--- config.mk ---
export PLATFORM = sky130hd
export DESIGN_NAME = serial_adder_ctrl
export DESIGN_NICKNAME = d
export VERILOG_FILES = /design/src/rtl/serial_adder_ctrl.sv
export SDC_FILE = /design/constraint.sdc
export NUM_CORES = 1
export LEC_CHECK = 0
export ABC_AREA = 0
export BUFFER_PORTS_ARGS = -buffer_cell sky130_fd_sc_hd__clkbuf_2
export CAP_MARGIN = 10
export CELL_PAD_IN_SITES_DETAIL_PLACEMENT = 1
export CELL_PAD_IN_SITES_GLOBAL_PLACEMENT = 1
export CORE_ASPECT_RATIO = 0.6
export CORE_MARGIN = 4
export CORE_UTILIZATION = 40
export DETAILED_ROUTE_END_ITERATION = 10
export PLACE_DENSITY = 0.73
export SLEW_MARGIN = 10
export SYNTH_ARGS = -nofsm -noshare
export SYNTH_HDL_FRONTEND = slang
export SYNTH_SLANG_ARGS = --single-unit
--- constraint.sdc ---
create_clock -name clk -period 1.4 [get_ports clk]
set_input_delay 0.14 -clock clk [delete_from_list [all_inputs] [get_ports clk]]
set_output_delay 0.14 -clock clk [all_outputs]
set_load 0.01 [all_outputs]
--- src/rtl/serial_adder_ctrl.sv ---
// Bit-serial adder (optional subtractor, SERIAL_ADDER_SUB_EN) with an IDLE/RUN/DONE controller, LSB first.
// Latency: start accepted at edge k -> done high in the cycle after edge k+WIDTH; next accept no earlier than k+WIDTH+2.
// Backpressure: none; start is only honoured in IDLE and is dropped (not queued) while busy.
module serial_adder_ctrl #(
    parameter int WIDTH = 8
) (
    input  logic             clk,
    input  logic             rst,
    input  logic             start,
    input  logic [WIDTH-1:0] A,
    input  logic [WIDTH-1:0] B,
`ifdef SERIAL_ADDER_SUB_EN
    input  logic             sub,
`endif
    output logic             busy,
    output logic             done,
    output logic [WIDTH-1:0] Sum,
    output logic             Carry
);

    // Counter only has to reach WIDTH-1; the final increment may wrap but the FSM has left RUN by then.
    localparam int CW = $clog2(WIDTH);
    // The result register holds the low WIDTH-1 sum bits; the MSB is taken straight from the adder on the last edge.
    localparam int RW = WIDTH - 1;

    typedef enum logic [1:0] {
        IDLE = 2'd0,
        RUN  = 2'd1,
        DONE = 2'd2
    } state_t;

    state_t         state;
    state_t         state_nxt;

    logic [WIDTH-1:0] a_sh;
    logic [WIDTH-1:0] b_sh;
    logic [RW-1:0]    r_sh;
    logic             c;
    logic [CW-1:0]    cnt;

    logic             accept;
    logic             last;

    logic [WIDTH-1:0] b_load;
    logic             c_init;

    logic             ha1_s;
    logic             ha1_c;
    logic             ha2_s;
    logic             ha2_c;
    logic             s;
    logic             cout;

    // Operand conditioning: subtraction is A + ~B + 1, so invert B and seed the carry.
`ifdef SERIAL_ADDER_SUB_EN
    assign b_load = sub ? ~B : B;
    assign c_init = sub;
`else
    assign b_load = B;
    assign c_init = 1'b0;
`endif

    assign accept = (state == IDLE) && start;
    assign last   = (state == RUN) && (cnt == CW'(WIDTH - 1));

    // One full-add stage: two half adders plus an OR for the carry.
    assign ha1_s = a_sh[0] ^ b_sh[0];
    assign ha1_c = a_sh[0] & b_sh[0];
    assign ha2_s = ha1_s ^ c;
    assign ha2_c = ha1_s & c;
    assign s     = ha2_s;
    assign cout  = ha1_c | ha2_c;

    // State register; reset drops straight back to IDLE, aborting any operation.
    always_ff @(posedge clk or posedge rst) begin
        if (rst) begin
            state <= IDLE;
        end else begin
            state <= state_nxt;
        end
    end

    // Next-state: DONE lasts exactly one cycle and never re-arms on its own.
    always_comb begin
        state_nxt = state;
        case (state)
            IDLE:    if (start) state_nxt = RUN;
            RUN:     if (last)  state_nxt = DONE;
            DONE:    state_nxt = IDLE;
            default: state_nxt = IDLE;
        endcase
    end

    // Outputs decoded directly from the state so done/busy drop immediately on reset.
    always_comb begin
        busy = (state != IDLE);
        done = (state == DONE);
    end

    // Datapath: load on accept, then one bit per RUN edge; Sum/Carry move only on the final bit.
    always_ff @(posedge clk or posedge rst) begin
        if (rst) begin
            a_sh  <= '0;
            b_sh  <= '0;
            r_sh  <= '0;
            c     <= 1'b0;
            cnt   <= '0;
            Sum   <= '0;
            Carry <= 1'b0;
        end else if (accept) begin
            a_sh <= A;
            b_sh <= b_load;
            r_sh <= '0;
            c    <= c_init;
            cnt  <= '0;
        end else if (state == RUN) begin
            a_sh <= a_sh >> 1;
            b_sh <= b_sh >> 1;
            r_sh <= RW'({s, r_sh} >> 1);
            c    <= cout;
            cnt  <= cnt + CW'(1);
            if (last) begin
                Sum   <= {s, r_sh};
                Carry <= cout;
            end
        end
    end

endmodule

==> results of run 1 <==
[cell type report]
| cell class | instances | area [µm²] | share of cell area [%] |
|---|---|---|---|
| Sequential cell | 38 | 952 | 42.1 |
| Multi-Input combinational cell | 67 | 691 | 30.6 |
| Timing Repair Buffer | 49 | 335 | 14.8 |
| Clock buffer | 6 | 82.6 | 3.65 |
| Tap cell | 60 | 75.1 | 3.32 |
| Inverter | 17 | 63.8 | 2.82 |
| Clock inverter | 2 | 60.1 | 2.66 |
[cell usage after synthesis, drive strengths merged]
library cell	instances	area [µm²]
buf	9	75.1
o21bai	1	18.8
a221oi	7	61.3
dfrtp	38	951
inv	17	63.8
clkbuf	1	5.00
nand3b	1	20.0
a32o	2	20.0
a222oi	7	70.1
fa	1	20.0
nor4b	7	61.3
a22o	10	87.6
mux2	10	146
nor2b	9	56.3
a21oi	1	5.00
ha	2	25.0
nor2	8	32.5
[worst paths after layout]
| check | cells after the start | to | slack [ps] |
|---|---|---|---|
| max | 4 | Sum[2] | 10 |
| min | 2 | a_sh[7] | 100 |
| max reg2reg | 4 | Sum[2] | 10 |
| min reg2reg | 1 | a_sh[7] | 510 |
| max in group asynchronous | 4 | state[0] | 560 |
| min in group asynchronous | 4 | Sum[6] | 470 |
[routing by layer]
| layer | vias to the layer above | share of wire (%) | global-route usage (%) |
|---|---|---|---|
| met2 | 38 | 50 | 26.9 |
| met4 | 0 | 1.5 | 5.64 |
| li1 | 569 | - | - |
| met3 | 5 | 3.8 | 4.73 |
| met5 | - | 0 | 0 |
| met1 | 670 | 45 | 21.8 |
[through the flow]
stage	total power, mW	setup WS, ps
floorplan	3.21	23.9
global placement	3.54	-278
detailed placement	3.65	-378
CTS	4.97	-0.502
global route	5.65	-37.0
finish	5.35	11.6
[critical path: stages (launching register included)]
cell and delay, ps:
dfrtp_1 410, ha_2 220, ha_4 190, nand3b_4 140, mux2_4 310
[sequential cells by signal, indices dropped and copies added, names as in the netlist]
name   cells
state      2
Carry      1
b_sh       8
r_sh       7
c          1
cnt        3
Sum        8
a_sh       8
[cell families (layout without fill, tap and decap cells)]
logic type	count (synthesis)	count (layout)	synth area share (%)
DFF	38	38	55.3
AOI/OAI and AO/OA	28	28	15.3
buffers and inverters	27	74	8.37
and+or+nand+nor	25	26	9.90
muxes	10	10	8.52
adders and majority gates	3	3	2.62
[report_power, final]
group / switching [mW] / internal [mW]
Sequential: 0.334 / 1.60
Combinational: 1.06 / 1.19
Clock: 0.413 / 0.760
Total: 1.80 / 3.55
[what timing repair did]
| item | CTS | global route |
|---|---|---|
| hold endpoints to repair | 38 | 0 |
| resized for setup | 7 | 9 |
| hold buffers | 1 | 0 |
| pin swaps | 0 | 2 |
| setup endpoints to repair | 33 | 32 |
| gates cloned | 1 | 1 |
| buffers inserted | 4 | 8 |
==> flow_metrics.py, run 1 <==
metrics = {
    "final_layout": {
        "diodes": 0,
        "fill_cells": 431,
        "fin_util_pct": 54.8,
        "final_common_cell": "dfrtp_1",
        "layout_common_cells": "dfrtp_1 (37), clkbuf_2 (29), inv_1 (17)",
        "nets": 200,
        "layout-drive-gt1-share_pct": 43.0,
        "final_area_mm2": 0.00226,
        "area_growth_pct": 31.4,
        "fin_cells": 239,
    },
    "sta": {
        "tightest_slew_ps": 470,
        "worst_clock_skew_ps": 9.56,
        "hold_viol": 0,
        "timing.setup.tns_ps": 0,
        "max_freq_mhz": 720,
        "slew_violations": 0,
        "max-slew-margin-rel_pct": 68.7,
        "whs_ps": 98.5,
        "post-route-min-period_ps": 1390,
        "fin_crit_sh_pct": 99.2,
        "setup_violations": 0,
    },
    "place": {
        "dp_hpwl_mm": 2.44,
        "postPlaceCellArea_mm2": 0.00191,
        "dp.cells": 217,
        "portBuffers": 29,
        "place_congestion": 0.751,
    },
    "yosys": {
        "ys_warn_count": 0,
        "netlist_area_mm2": 0.00172,
        "synth.avg_cell_area_um2": 13.1,
        "ys_seq_area_share_pct": 55.3,
        "yosys.cell_types.count": 21,
        "synth_seq_cells": 38,
        "synth_cells": 131,
        "syn_nets": 153,
    },
    "global_routing": {
        "grt_pass1_wl_mm": 6.76,
        "antenna_found_initial": 0,
        "grt_pass1_vias": 1307,
        "track_usage_pct": 16.6,
        "grt_max_degree": 39,
        "gr-total-overflow": 0,
    },
    "routing": {
        "drc": 0,
        "drtPass1Iterations": 4,
        "totalWireLength_mm": 4.82,
        "drt-vias-per-instance": 5.36,
        "vias": 1282,
        "ant_nets": 0,
        "wl_per_cell_um": 20.2,
        "drtIter0Drc": 93,
    },
    "setup_path": {
        "cp.required_ps": 1580,
        "start_kind": "flip-flop",
        "end_kind": "flip-flop",
        "arrival_ps": 1570,
        "path_class": "reg -> reg",
        "crit_path_max_fanout": 5,
        "startpoint": "cnt[0]",
        "critical_path.reg2reg.startpoint": "cnt[0]",
    },
    "cts": {
        "clk_pin_slew_ps": 70,
        "cts_tree": "yes",
        "cts_sinks": 38,
        "clk_path_buf_depth": 2,
        "cts_root_buf": "clkbuf_8",
        "clkLatencyLatePin_ps": 300,
        "htreeDepth": 2,
        "cts_buffers": 5,
    },
    "hold_path": {
        "min-delay-start": "A[7]",
        "hold_class": "in -> reg",
    },
    "floorplan": {
        "die_area_mm2": 0.00545,
        "core_area_mm2": 0.00412,
        "die_h_um": 58.8,
        "fp-row-count": 18,
        "start_util_pct": 41.7,
        "ioPinCount": 30,
        "die_w_um": 92.6,
    },
    "outcome": {
        "status": "completed",
    },
    "run": {
        "maxCapViolCount": 0,
    },
    "pwr": {
        "ir_drop_mv": 0.785,
        "leakagePower_nw": 1.11,
        "power_density_mw_per_mm2": 2370,
    },
}
(Power assumes the default switching activity.)
==> inputs of run 2 (changes only) <==
- CTS_BUF_LIST: unset -> sky130_fd_sc_hd__clkbuf_8 sky130_fd_sc_hd__clkbuf_16
- PLACE_DENSITY: 0.73 -> 0.74
==> flow_metrics.py, run 2 (same netlist as run 1, synthesis figures left out) <==
metrics = {
    "setup_path": {
        "cp.required_ps": 1260,
        "crit_family": "flip-flops",
        "arrival_ps": 1270,
        "start_kind": "flip-flop",
        "path_class": "reg -> out",
        "reg2reg_slack_ps": -10,
        "path_cells": "buf_12 > nor2_4 > buf_6 > inv_1 > clkbuf_2",
        "end_kind": "output port",
        "worst_path_largest_cell_delay_ps": 440,
        "critPathSlowestCell": "dfrtp_2",
        "path_buf_inv": 4,
        "crit_path_max_fanout": 8,
    },
    "place": {
        "place_congestion": 0.693,
        "portBuffers": 29,
        "dp_hpwl_mm": 2.75,
        "dp.cells": 216,
        "postPlaceCellArea_mm2": 0.00191,
        "pre_cts_slack_ps": -525,
    },
    "routing": {
        "drtPass1Iterations": 6,
        "met2_length_mm": 2.63,
        "top_layer_used": "met4",
        "wl_per_cell_um": 22.4,
        "drtIter0Drc": 105,
        "drc": 0,
        "vias": 1300,
        "route.met3.wl_um": 309,
        "wl_met1_mm": 2.26,
        "ant_nets": 0,
        "drt-vias-per-instance": 5.46,
        "totalWireLength_mm": 5.34,
    },
    "cts": {
        "clk_pin_slew_ps": 70,
        "cts_buffers": 5,
        "cts_root_buf": "clkbuf_8",
        "clkLatencyLatePin_ps": 300,
        "htreeDepth": 2,
        "cts_sinks": 38,
        "clk_path_buf_depth": 2,
        "cts_tree": "yes",
    },
    "outcome": {
        "status": "finished with violations",
        "violations": "negative setup slack",
    },
    "sta": {
        "slew_violations": 0,
        "hold_viol": 0,
        "rsz0062_at_grt": "true",
        "worst_slack_ps": -10.3,
        "post-route-min-period_ps": 1410,
        "max_freq_mhz": 709,
        "setup_violations": 3,
        "tightest_slew_ps": 477,
        "fin_crit_sh_pct": 101,
        "max-slew-margin-rel_pct": 68.1,
        "worst_clock_skew_ps": 4.74,
        "timing.setup.tns_ps": -21.2,
    },
    "pwr": {
        "power_density_mw_per_mm2": 2240,
        "power.total_mw": 5.01,
        "leakagePower_nw": 1.10,
        "ir_drop_mv": 0.903,
    },
    "final_layout": {
        "fin_cells": 238,
        "fill_cells": 444,
        "layout_common_cells": "dfrtp_1 (36), clkbuf_2 (28), inv_1 (19)",
        "final_common_cell": "dfrtp_1",
        "nets": 200,
        "area_growth_pct": 30.3,
        "top_regs": "Sum: 8 flops, a_sh: 8 flops, b_sh: 8 flops",
        "diodes": 0,
        "final_area_mm2": 0.00224,
        "layout-drive-gt1-share_pct": 42.1,
    },
    "hold_path": {
        "hold_class": "in -> reg",
    },
    "floorplan": {
        "core_area_mm2": 0.00412,
        "start_util_pct": 41.7,
        "die_area_mm2": 0.00545,
        "ioPinCount": 30,
        "die_w_um": 92.6,
        "fp-row-count": 18,
        "die_h_um": 58.8,
    },
    "run": {
        "maxCapViolCount": 0,
    },
    "global_routing": {
        "grt_pass1_wl_mm": 7.22,
        "gr-total-overflow": 0,
        "antenna_found_initial": 0,
        "track_usage_pct": 17.7,
        "grt_pass1_vias": 1370,
        "grt_max_degree": 39,
    },
}
[run 2: cell count changes in the layout (fill, tap and decap cells not counted), sizes merged]
cell    previous run  this run
clkbuf            36        35
bufinv             2         0
o21bai             1         2
buf               18        17
inv               17        19
[run 2: final timing paths]
kind,from,endpoint,cells past startpoint
worst max register to register,cnt[0],Sum[7],4
max in group asynchronous,rst,state[0],4
worst min-delay path,A[7],a_sh[7],2
min in group asynchronous,rst,b_sh[2],4
worst max-delay path,state[1],busy,5
worst min register to register,a_sh[7],a_sh[7],1
[run 2: where the power goes]
part | leakage, nW | internal [mW] | switching (mW) | total, mW
combinational | 0.587 | 1.20 | 1.13 | 2.33
sequential | 0.465 | 1.60 | 0.362 | 1.96
clock | 0.0466 | 0.329 | 0.390 | 0.718
[run 2: what timing repair did]
item / in CTS / in global routing
gates cloned: 2 / 2
hold buffers: 1 / 0
pin swaps: 1 / 2
endpoints found under the hold margin: 38 / 0
buffers inserted: 1 / 9
setup endpoints to repair: 38 / 23
gates resized for setup: 7 / 14
[run 2: final cells by class]
cell class / instances / area [µm²] / area share, %
timing repair buffer: 48 / 360 / 16.1
clock inverter: 2 / 7.51 / 0.335
clock buffer: 5 / 68.8 / 3.07
sequential: 38 / 953 / 42.6
inverter: 17 / 63.8 / 2.85
multi-input combinational: 68 / 711 / 31.7
tap: 60 / 75.1 / 3.35
[run 2: per-stage QoR]
| step | hold WS [ps] | util, % |
|---|---|---|
| detailed placement | 267 | 46.3 |
| CTS | 113 | 50.0 |
| global route | 106 | 54.3 |
| global placement | 255 | 46.3 |
| floorplan | 310 | - |
| finish | 110 | 54.3 |
[run 2: metal layers]
| metal | up-vias | global-route usage, % |
|---|---|---|
| li1 | 569 | - |
| met1 | 667 | 22.8 |
| met2 | 51 | 29.2 |
| met3 | 13 | 5.11 |
| met4 | 0 | 5.85 |
| met5 | - | 0 |
